===== src/rtl/fp_add_arb_pkg.sv =====
// Shared types for the two-requester floating-point adder arbiter.
package fp_add_arb_pkg;

   localparam int CNT_W = 4;

   typedef enum logic [1:0] {
      IDLE,
      WAIT,
      DONE
   } state_t;

   typedef logic req_idx_t;

endpackage


===== src/rtl/fp_add_arbiter_rr_arb2.sv =====
// Combinational two-way round-robin grant: on a tie, the requester not served last wins.
module rr_arb2
   import fp_add_arb_pkg::*;
(
   input  logic [1:0] valid,
   input  req_idx_t   last_grant,
   output logic       grant_valid,
   output req_idx_t   grant_idx
);

   always_comb begin
      grant_valid = |valid;
      grant_idx   = 1'b0;
      case (valid)
         2'b01:   grant_idx = 1'b0;
         2'b10:   grant_idx = 1'b1;
         2'b11:   grant_idx = ~last_grant;
         default: grant_idx = 1'b0;
      endcase
   end

endmodule


===== src/rtl/fp_add_arbiter.sv =====
// Shares one combinational FP adder between two valid/ready requesters,
// holding registered operands for ADD_LAT cycles before capturing the sum.
module fp_add_arbiter
   import fp_add_arb_pkg::*;
#(
   parameter int unsigned ADD_LAT = 2,
   parameter int unsigned DATA_W  = 32
) (
   input  logic              clk,
   input  logic              rst_n,
   input  logic              req0_valid,
   output logic              req0_ready,
   input  logic [DATA_W-1:0] req0_a,
   input  logic [DATA_W-1:0] req0_b,
   input  logic              req0_half,
   output logic              resp0_valid,
   input  logic              resp0_ready,
   output logic [DATA_W-1:0] resp0_sum,
   input  logic              req1_valid,
   output logic              req1_ready,
   input  logic [DATA_W-1:0] req1_a,
   input  logic [DATA_W-1:0] req1_b,
   input  logic              req1_half,
   output logic              resp1_valid,
   input  logic              resp1_ready,
   output logic [DATA_W-1:0] resp1_sum,
   output logic [DATA_W-1:0] add_a,
   output logic [DATA_W-1:0] add_b,
   output logic              add_sel,
   input  logic [DATA_W-1:0] add_sum,
   output logic              busy
);

   state_t           state, state_nxt;
   req_idx_t         last_grant, grant, arb_idx;
   logic             arb_valid, accept, capture, release_resp;
   logic [CNT_W-1:0] cnt;

   rr_arb2 u_arb (
      .valid       ({req1_valid, req0_valid}),
      .last_grant  (last_grant),
      .grant_valid (arb_valid),
      .grant_idx   (arb_idx)
   );

   always_comb begin
      accept       = (state == IDLE) && arb_valid;
      req0_ready   = accept && (arb_idx == 1'b0);
      req1_ready   = accept && (arb_idx == 1'b1);
      capture      = (state == WAIT) && (cnt == CNT_W'(1));
      resp0_valid  = (state == DONE) && (grant == 1'b0);
      resp1_valid  = (state == DONE) && (grant == 1'b1);
      release_resp = (resp0_valid && resp0_ready) || (resp1_valid && resp1_ready);
      busy         = (state != IDLE);

      state_nxt = state;
      case (state)
         IDLE:    if (accept)       state_nxt = WAIT;
         WAIT:    if (capture)      state_nxt = DONE;
         DONE:    if (release_resp) state_nxt = IDLE;
         default: state_nxt = IDLE;
      endcase
   end

   always_ff @(posedge clk or negedge rst_n) begin
      if (!rst_n) begin
         state      <= IDLE;
         last_grant <= 1'b1;
         grant      <= 1'b0;
         cnt        <= '0;
         add_a      <= '0;
         add_b      <= '0;
         add_sel    <= 1'b0;
         resp0_sum  <= '0;
         resp1_sum  <= '0;
      end else begin
         state <= state_nxt;
         if (accept) begin
            grant <= arb_idx;
            cnt   <= CNT_W'(ADD_LAT);
            if (arb_idx == 1'b1) begin
               add_a   <= req1_a;
               add_b   <= req1_b;
               add_sel <= req1_half;
            end else begin
               add_a   <= req0_a;
               add_b   <= req0_b;
               add_sel <= req0_half;
            end
         end else if (state == WAIT) begin
            cnt <= cnt - CNT_W'(1);
         end
         // Sum is sampled on the last WAIT cycle, after ADD_LAT cycles of stable inputs.
         if (capture) begin
            if (grant == 1'b1) resp1_sum <= add_sum;
            else               resp0_sum <= add_sum;
         end
         if (release_resp) last_grant <= grant;
      end
   end

endmodule


===== config.mk =====
export PLATFORM = sky130hd
export DESIGN_NAME = fp_add_arbiter
export DESIGN_NICKNAME = d
export VERILOG_FILES = /design/src/rtl/fp_add_arb_pkg.sv /design/src/rtl/fp_add_arbiter_rr_arb2.sv /design/src/rtl/fp_add_arbiter.sv
export SDC_FILE = /design/constraint.sdc
export NUM_CORES = 1
export LEC_CHECK = 0
export ABC_AREA = 1
export BUFFER_PORTS_ARGS = -buffer_cell sky130_fd_sc_hd__clkbuf_2
export CORE_MARGIN = 1
export CORE_UTILIZATION = 42
export DETAILED_ROUTE_END_ITERATION = 8
export PLACE_DENSITY = 0.76
export SYNTH_ARGS = -nofsm -noshare
export SYNTH_HDL_FRONTEND = slang
export SYNTH_SLANG_ARGS = --single-unit

===== constraint.sdc =====
create_clock -name clk -period 1.3 [get_ports clk]
set_input_delay 0.195 -clock clk [delete_from_list [all_inputs] [get_ports clk]]
set_output_delay 0.195 -clock clk [all_outputs]
set_load 0.01 [all_outputs]

==> impl_metrics.yaml, run 1 <==
power_and_ir_drop:
  p_int_w: 0.0158
  power.share.switching_pct: 41.0
  ir_worst_vdd_mv: 1.36
  p_per_area_nw_per_um2: 2500
  p_seq_share_pct: 30.6
  power_w: 0.0267
  total_leakage_power_nw: 5.97
  combPwrFrac_pct: 50.2
  clock_power_share_pct: 19.2
  p_switching_w: 0.0110
clock_tree:
  cts_sinks: 137
  clockBufferDepth: 2
  cts_tree: "built"
  clock_latency_ns: 0.42
  h-tree-depth: 4
  path_clk_slew_ns: 0.06
  root_buffer: "clkbuf_16"
  cts_buffers: 17
final_layout:
  antennaDiodeCount: 0
  finalNetCount: 1364
  nFillCells: 1091
  synthToLayoutAreaGrowth_pct: 67.1
  final_common_cell: "nand2_1"
  drive_gt1_share_pct: 47.5
  final_cell_mix: "nand2_1 (352), clkbuf_2 (295), dfrtp_1 (135)"
floorplanning:
  chipHeight_um: 125
  core_um2: 14700
  die_area_um2: 15700
  die_w_um: 125
  io_pins: 302
  rows: 44
  start_util_pct: 43.6
global_routing:
  use_met2_pct: 49.9
  grt_max_degree: 48
  grt-busiest-layer: "met2"
  grt_pass1_wl_mm: 36.8
  antenna_found_initial: 0
  grt_pass1_vias: 6968
  grt-ovfl-total: 0
  grtUsageMet1_pct: 36.0
  use_met3_pct: 7.45
  grt_use_total_pct: 30.1
sta:
  fin_ws_ns: -0.271
  setup_viol_count_final: 136
  min_period_ns: 1.57
  finalMaxSlewViolations: 0
  relSlewSlack_pct: 74.0
  rsz0062_at_grt: "yes"
  final_hold_viol_count: 0
  worst_pin_slew_ns: 0.390
  max_freq_mhz: 637
  finClkSkew_ns: 0.0109
  whs_ns: 0.0303
  finalCritPeriodShare_pct: 121
worst_setup_path:
  r2r_setup_slack_ns: -0.25
  worst_r2r_endpoint: "add_b[24]"
  reg2reg_from: "last_grant"
  arrival_ns: 1.38
  worstPathRequired_ns: 1.11
  critical_path.max_fanout: 2
  critPathMostFrequentCell: "nand2_4"
  endpoint_kind: "output port"
  crit_path_max_incr_delay_ns: 0.56
  critical_path_class: "register to output port"
  crit_path_start_kind: "register"
  cp_slowest_cell: "dfstp_2"
  cp_cell_sequence: "nand2_4 > nand2_4 > inv_4 > nor2_4 > buf_8"
  crit_buf_inv: 2
  rr_worst_depth: 8
  critPathTopFamily: "flip-flops"
status:
  violations: "design-rule violations, negative setup slack"
  status: "finished, violations left"
route:
  dr_total_vias: 7531
  firstDrtPassIters: 9
  drt_iter0_drc: 639
  drc: 20
  routedWlPerCell_um: 18.7
  drtAntennaViolNets: 0
  wirelength_mm: 26.0
  viasPerCell: 5.41
placement:
  dpl.hpwl_mm: 14.3
  place_ws_ns: -0.0570
  gp_congestion: 0.851
  port-buffer-count: 301
yosys:
  synth_xor_area_share_pct: 0.137
  yosys_warnings: 0
  ys_types: 21
  syn_inst: 832
  ys_seq_area_share_pct: 53.6
  yosysTopAreaCellShare_pct: 53.2
  muxShareOfSynthArea_pct: 0
  synth_fa_ha_area_share_pct: 0.391
  synth_compound_area_share_pct: 0.645
  synth_seq_cells: 137
  synth.area.top_cells: "dfrtp_1 (53%), nand2_1 (27%), nand4_1 (6.4%)"
  syn_nets: 1002
  synthSimpleGateAreaFrac_pct: 39.9
  synth.largest_area_cell: "dfrtp_1"
  avgSynthCellArea_um2: 7.70
  synth_area_um2: 6400
  synth_top_family_by_area: "simple AND/OR/NAND/NOR gates"
hold_path:
  worst_hold_path.num_cells: 3
  hp-class: "input port to register"
  min_to: "resp0_sum[3]"
  worstHoldStart: "add_sum[3]"
flow_run:
  cap_violations: 0
synthesized netlist by cell type:
cell and instances:
nand2_1 469, dfrtp_1 136, nand3_1 70, nand4_1 66, buf_2 27, clkbuf_1 27, nor2_1 7, inv_1 6
buf_6 4, inv_2 4, o21ai_1 3, buf_1 2, buf_4 2, ha_1 2, a21oi_1 1, dfstp_2 1
nor2_2 1, o211ai_1 1, o21ai_0 1, o21ai_2 1, xnor2_1 1
layout make-up:
type	count	area, µm²	area share [%]
clock buffer	22	484	4.53
tap	184	230	2.15
sequential	137	3430	32.1
timing repair buffer	404	3110	29.0
multi-input combinational	623	3230	30.2
timing repair inverter	1	16.3	0.152
clock inverter	10	140	1.31
inverter	10	60.1	0.561
worst min-delay path, stage by stage:
cell,delay (ns)
clkbuf_2,0.09
nand4_1,0.08
nand2_1,0.05
power by group through the flow:
stage | registers [W] | logic [W] | clock network (W)
floorplan | 0.00843 | 0.00431 | 0
global placement | 0.00759 | 0.00913 | 0
detailed placement | 0.00760 | 0.00937 | 0
CTS | 0.00776 | 0.0109 | 0.00515
global route | 0.00839 | 0.0143 | 0.00536
finish | 0.00819 | 0.0134 | 0.00513
worst max-delay path by stage:
| stage | end | from | cells after the start | slack, ns |
|---|---|---|---|---|
| floorplan | req1_ready | last_grant | 7 | 0.007 |
| global placement | req1_ready | last_grant | 6 | -0.04 |
| detailed placement | add_a[5] | state[1] | 6 | -0.06 |
| CTS | req0_ready | last_grant | 5 | -0.30 |
| global route | req1_ready | state[0] | 6 | -0.33 |
| finish | req0_ready | last_grant | 5 | -0.27 |
per-stage QoR:
stage	cells	util [%]	instance area, µm²	TNS, ns
CTS	1369	67.0	9850	-19.62
detailed placement	1303	56.9	8370	-2.02
global route	1391	72.8	10700	-30.35
finish	1391	72.8	10700	-21.84
global placement	1303	56.9	8370	-0.243
floorplan	832	-	6430	0
timing repair:
action,4_1_cts,5_1_grt
hold buffers,2,0
setup endpoints to repair,115,140
pin swaps,9,12
setup buffers,19,11
gates resized for setup,100,152
endpoints found under the hold margin,29,0
cloned,13,14
sequential cells by signal (all words and copies together) (netlist names):
| name | cells |
|---|---|
| state | 2 |
| add_b | 32 |
| resp0_sum | 32 |
| add_sel | 1 |
| add_a | 32 |
| cnt | 4 |
| grant | 1 |
| resp1_sum | 32 |
| last_grant | 1 |
cell families (layout without fill, tap and decap cells):
kind of cell | count (synthesis) | in the layout
adders and majority gates | 2 | 2
AOI/OAI and AO/OA | 7 | 7
DFF | 137 | 137
xor gates and xnor gates | 1 | 1
and+or+nand+nor | 613 | 613
buffers and inverters | 72 | 447
routing by layer:
layer  vias up  routed length, µm  part of all wire (%)
met5         -                  0                     0
met4         0               1280                   4.9
met3       106               2330                   9.0
met2       471              13000                    50
met1      3542               9380                    36
li1       3412                  -                     -
Power figures use the tool's default switching activity.
==> inputs of run 2 (changes only) <==
Settings changed: BUFFER_PORTS_ARGS -buffer_cell sky130_fd_sc_hd__clkbuf_2 to unset, CORE_AREA set to 2 2 116 118, CORE_MARGIN 1 to unset, CORE_UTILIZATION 42 to unset, DIE_AREA set to 0 0 118 120, DONT_BUFFER_PORTS set to 1, PLACE_DENSITY 0.76 to 0.67.
==> run 2 against run 1 <==
  * The run ends with negative hold slack, negative setup slack left
  * Final cell count decreased by 17%
  * Fmax shrank 0.97%
  * Wire length grew 4.2%
  * Largest cell class is now multi-input combinational cells
  * Utilization rose by 5.6 points
  * Clock skew up 0.0011 ns
  * Global-route usage is 1.6 points higher
  * Clock-buffer cell count down 1
  * Non-clock buffer count is 221 lower
  * Sequential share of layout area rose by 1.6 points
  * First-iteration DRC count rose by 16%
==> impl_metrics.yaml, run 2 (synthesis gave the netlist of run 1 again) <==
status:
  status: "finished, violations left"
  violations: "negative hold slack, negative setup slack"
placement:
  place_ws_ns: -0.0298
  dpl.hpwl_mm: 11.9
  gp_congestion: 0.820
  port-buffer-count: 0
  placed_area_um2: 6700
  dp_cells: 978
global_routing:
  grtUsageMet1_pct: 36.1
  grt-ovfl-total: 0
  grt_use_total_pct: 31.7
  grt-busiest-layer: "met2"
  grt_pass1_wl_mm: 35.3
  use_met2_pct: 53.6
  use_met3_pct: 9.17
  grt_pass1_vias: 6790
  grt_max_degree: 138
  antenna_found_initial: 0
floorplanning:
  core_um2: 13000
  chipHeight_um: 120
  die_w_um: 118
  rows: 42
  die_area_um2: 14200
  start_util_pct: 49.3
  io_pins: 302
route:
  drtAntennaViolNets: 0
  wirelength_mm: 27.1
  firstDrtPassIters: 6
  dr_total_vias: 7168
  drc: 0
  routedWlPerCell_um: 23.3
  viasPerCell: 6.17
  drt_iter0_drc: 740
sta:
  min_period_ns: 1.59
  finalMaxSlewViolations: 0
  final_hold_viol_count: 137
  fin_tns_setup_ns: -12.92
  max_freq_mhz: 630
  relSlewSlack_pct: 79.3
  fin_ws_ns: -0.286
  finalCritPeriodShare_pct: 122
  finClkSkew_ns: 0.0120
  rsz0062_at_grt: "yes"
  worst_pin_slew_ns: 0.311
  setup_viol_count_final: 136
  whs_ns: -0.545
clock_tree:
  root_buffer: "clkbuf_16"
  hold_buffers: 102
  h-tree-depth: 4
  path_clk_slew_ns: 0.07
  cts_sinks: 137
  clock_latency_ns: 0.43
  cts_tree: "built"
  cts_buffers: 17
  clockBufferDepth: 2
worst_setup_path:
  cp_slowest_cell: "dfrtp_1"
  endpoint_kind: "register"
  critical_path.max_fanout: 6
  crit_path_start_kind: "register"
  cp_cell_sequence: "inv_2 > ha_4 > nand2_4 > nor2_4 > buf_12 > buf_6 > buf_12 > nand4_1 > nand2_1"
  arrival_ns: 1.92
  critical_path_class: "register to register"
  worstPathRequired_ns: 1.64
  crit_path_max_incr_delay_ns: 0.39
  critPathMostFrequentCell: "buf_12"
hold_path:
  hp-class: "input port to async pin"
power_and_ir_drop:
  ir_worst_vdd_mv: 1.38
  p_int_w: 0.0150
  power.share.switching_pct: 42.9
  p_per_area_nw_per_um2: 2580
  clock_power_share_pct: 20.5
  power_w: 0.0263
  combPwrFrac_pct: 42.1
  p_switching_w: 0.0113
  p_seq_share_pct: 37.3
  total_leakage_power_nw: 5.07
final_layout:
  nFillCells: 755
  final_common_cell: "nand2_1"
  synthToLayoutAreaGrowth_pct: 59.0
  drive_gt1_share_pct: 30.8
  seq_area_um2: 3430
  final_cell_mix: "nand2_1 (297), dfrtp_1 (134), nand2_2 (109)"
  design_area_um2: 10200
  multi_input_area_um2: 3460
  finalNetCount: 1142
  instances_no_fill: 1161
flow_run:
  cap_violations: 0
==> run 2: changes by cell type in the layout (fill, tap and decap cells not counted), moves of 6 or more <==
| cell | change |
|---|---|
| buf_6 | -11 |
| clkbuf_2 | -295 |
| nand2_2 | +38 |
| buf_4 | -17 |
| dlygate4sd3_1 | +100 |
| nand2_1 | -55 |
| buf_12 | +8 |
| nand2_4 | +17 |
| bufbuf_16 | -6 |
==> run 2: metrics by stage <==
step	utilization, %	hold WS (ns)
after floorplan	-	-0.101
after global placement	51.6	-0.0976
after detailed placement	51.6	-0.0978
after CTS	71.4	-0.550
after global routing	78.4	-0.562
final	78.4	-0.545
==> run 2: metal layers <==
metal  vias up  wire [µm]
li1       2951          -
met5         -          0
met2       637      13500
met4         0       1810
met1      3405       8980
met3       175       2760
==> run 2: critical path: cells and delay by family, from the launching register on <==
family	cells	cell delay (ns)
AND/OR/NAND/NOR	4	0.48
buffers and inverters	4	0.47
flip-flops	1	0.39
adder cells (fa/ha/maj)	1	0.15
==> run 2: worst paths after layout <==
kind | startpoint | endpoint | slack, ns | cells after the start
min reg2reg | last_grant | last_grant | 0.48 | 2
max in group asynchronous | rst_n | add_b[20] | 1.57 | 0
max | cnt[1] | resp0_sum[11] | -0.29 | 9
max reg2reg | cnt[1] | resp0_sum[11] | -0.29 | 9
min in group clk | req1_a[30] | add_a[30] | 0.01 | 4
min | rst_n | resp0_sum[11] | -0.54 | 0
==> run 2: layout make-up <==
type	instances	area share (%)
diodes	1	0.0246
clock buffers	21	4.42
clock inverters	10	1.88
inverters	10	0.565
multi-input cells	623	34.0
flip-flops and latches	137	33.7
well taps	176	2.16
repair buffers	183	23.2
==> run 2: timing repair <==
action	in CTS	in global routing
resized for setup	107	219
pin swaps	76	74
buffers inserted	19	15
endpoints found under the setup margin	110	140
gates cloned	15	13
hold endpoints to repair	262	137
==> run 2: power groups by stage <==
stage               Clock (W)  Combinational [W]  Sequential [W]
floorplan                   0            0.00431         0.00843
global placement            0            0.00547         0.00901
detailed placement          0            0.00578         0.00902
CTS                   0.00535            0.00842         0.00914
global route          0.00561             0.0117         0.00992
finish                0.00540             0.0111         0.00981
==> inputs of run 3 (changes only) <==
Settings changed: CELL_PAD_IN_SITES_DETAIL_PLACEMENT set to 1, CELL_PAD_IN_SITES_GLOBAL_PLACEMENT set to 1, CORE_AREA 2 2 116 118 to unset, CORE_MARGIN set to 2, CORE_UTILIZATION set to 40, DIE_AREA 0 0 118 120 to unset, PLACE_DENSITY 0.67 to 0.76.
==> run 3 against run 2 <==
  * The flow still finishes with violations (negative hold slack, negative setup slack)
  * First-iteration DRC count fell by 22%
  * Clock-buffer cell count is 4 lower
  * Via count increased by 7.2%
  * Combinational power is 19% higher
  * Sequential power about the same
  * Setup slack worse by 0.17 ns
  * Final cell count grew 5.9%
  * Global-route usage shrank 0.76 points
  * Flip-flop and latch count did not move
==> impl_metrics.yaml, run 3 (synthesis gave the netlist of run 1 again) <==
status:
  status: "finished, violations left"
  violations: "negative hold slack, negative setup slack"
clock_tree:
  clockBufferDepth: 2
  cts_buffers: 17
  cts_sinks: 137
  root_buffer: "clkbuf_16"
  h-tree-depth: 4
  cts_tree: "built"
  path_clk_slew_ns: 0.07
  clock_latency_ns: 0.44
sta:
  finalCritPeriodShare_pct: 135
  whs_ns: -0.547
  fin_ws_ns: -0.461
  setup_viol_count_final: 140
  final_hold_viol_count: 137
  finalMaxSlewViolations: 0
  min_period_ns: 1.76
  finClkSkew_ns: 0.0256
  max_freq_mhz: 568
  relSlewSlack_pct: 75.1
  fin_tns_setup_ns: -33.93
  worst_pin_slew_ns: 0.374
  rsz0062_at_grt: "yes"
global_routing:
  grtUsageMet1_pct: 32.6
  antenna_found_initial: 1
  grt_pass1_vias: 7330
  grt-ovfl-total: 0
  grt_max_degree: 138
  grt_pass1_wl_mm: 39.8
  use_met2_pct: 55.3
  grt-busiest-layer: "met2"
  grt_use_total_pct: 30.9
  use_met3_pct: 9.65
worst_setup_path:
  rr_worst_depth: 9
  critical_path.max_fanout: 8
  endpoint_kind: "register"
  arrival_ns: 2.13
  r2r_setup_slack_ns: -0.46
  reg2reg_from: "state[0]"
  crit_path_start_kind: "register"
  critical_path_class: "register to register"
  worstPathRequired_ns: 1.67
  worst_r2r_endpoint: "resp0_sum[30]"
power_and_ir_drop:
  power.share.switching_pct: 47.4
  p_per_area_nw_per_um2: 2560
  combPwrFrac_pct: 46.9
  p_int_w: 0.0148
  clock_power_share_pct: 17.3
  total_leakage_power_nw: 5.35
  p_switching_w: 0.0133
  power_w: 0.0281
  p_seq_share_pct: 35.8
  ir_worst_vdd_mv: 1.36
placement:
  dpl.hpwl_mm: 13.6
  dp_cells: 1020
  port-buffer-count: 0
  gp_congestion: 0.818
  place_ws_ns: -0.129
route:
  drt_iter0_drc: 575
  dr_total_vias: 7683
  viasPerCell: 6.25
  firstDrtPassIters: 5
  routedWlPerCell_um: 31.0
  wirelength_mm: 38.0
  drc: 0
  drtAntennaViolNets: 0
floorplanning:
  die_area_um2: 17000
  die_w_um: 131
  chipHeight_um: 131
  core_um2: 15800
  start_util_pct: 40.6
  rows: 46
  io_pins: 302
final_layout:
  final_common_cell: "nand2_1"
  instances_no_fill: 1229
  final_cell_mix: "nand2_1 (222), nand2_2 (160), dfrtp_1 (136)"
  synthToLayoutAreaGrowth_pct: 71.6
  drive_gt1_share_pct: 40.5
  finalNetCount: 1169
  final_util_pct: 69.7
hold_path:
  hp-class: "input port to async pin"
flow_run:
  cap_violations: 0
[run 3: worst max-delay path by stage]
stage | startpoint | end | slack, ns | depth (start not counted)
2_1_floorplan | last_grant | req1_ready | 0.007 | 7
3_3_place_gp | cnt[1] | resp1_sum[4] | -0.03 | 7
3_5_place_dp | cnt[1] | resp1_sum[2] | -0.13 | 7
4_1_cts | state[0] | resp0_valid | -0.23 | 5
5_1_grt | state[0] | resp0_sum[30] | -0.49 | 9
6_report | state[0] | resp0_sum[30] | -0.46 | 9
[run 3: layout make-up]
type	count	area (µm²)
Fill cell	1665	4780
Timing Repair inverter	1	16.3
Timing Repair Buffer	209	2830
Inverter	10	60.1
Antenna cell	1	2.50
Multi-Input combinational cell	623	3820
Clock buffer	17	425
Sequential cell	137	3430
Clock inverter	15	130
Tap cell	216	270
[run 3: worst max-delay path: stages (launching register included)]
cell and delay [ns]:
dfrtp_1 0.40, buf_6 0.12, inv_4 0.03, buf_6 0.11
nor2_4 0.18, buf_6 0.17, buf_6 0.13, clkbuf_16 0.16
nand4_1 0.23, nand2_2 0.17
[run 3: per-layer routing]
metal	up-vias	part of all wire, %
met2	656	50
met5	-	0
met4	0	8.0
li1	3022	-
met1	3762	32
met3	243	9.7
[run 3: power by group through the flow]
stage	Sequential, W	Combinational (W)	Clock (W)
final	0.0101	0.0132	0.00486
after detailed placement	0.00916	0.00600	0
after global routing	0.0102	0.0137	0.00500
after floorplan	0.00843	0.00431	0
after CTS	0.00919	0.00822	0.00468
after global placement	0.00910	0.00555	0
[run 3: stage by stage]
step | instance area (µm²) | hold WS [ns]
2_1_floorplan | 6430 | -0.101
3_3_place_gp | 6780 | -0.0977
5_1_grt | 11000 | -0.564
3_5_place_dp | 6780 | -0.0976
4_1_cts | 9000 | -0.552
6_report | 11000 | -0.547
[run 3: what timing repair did]
item                                    in CTS  in global routing
pin swaps                                   69                139
setup buffers                               12                 19
endpoints found under the setup margin     135                140
endpoints found under the hold margin      257                140
gates cloned                                12                 30
resized for setup                           58                384
hold buffers                               105                  3
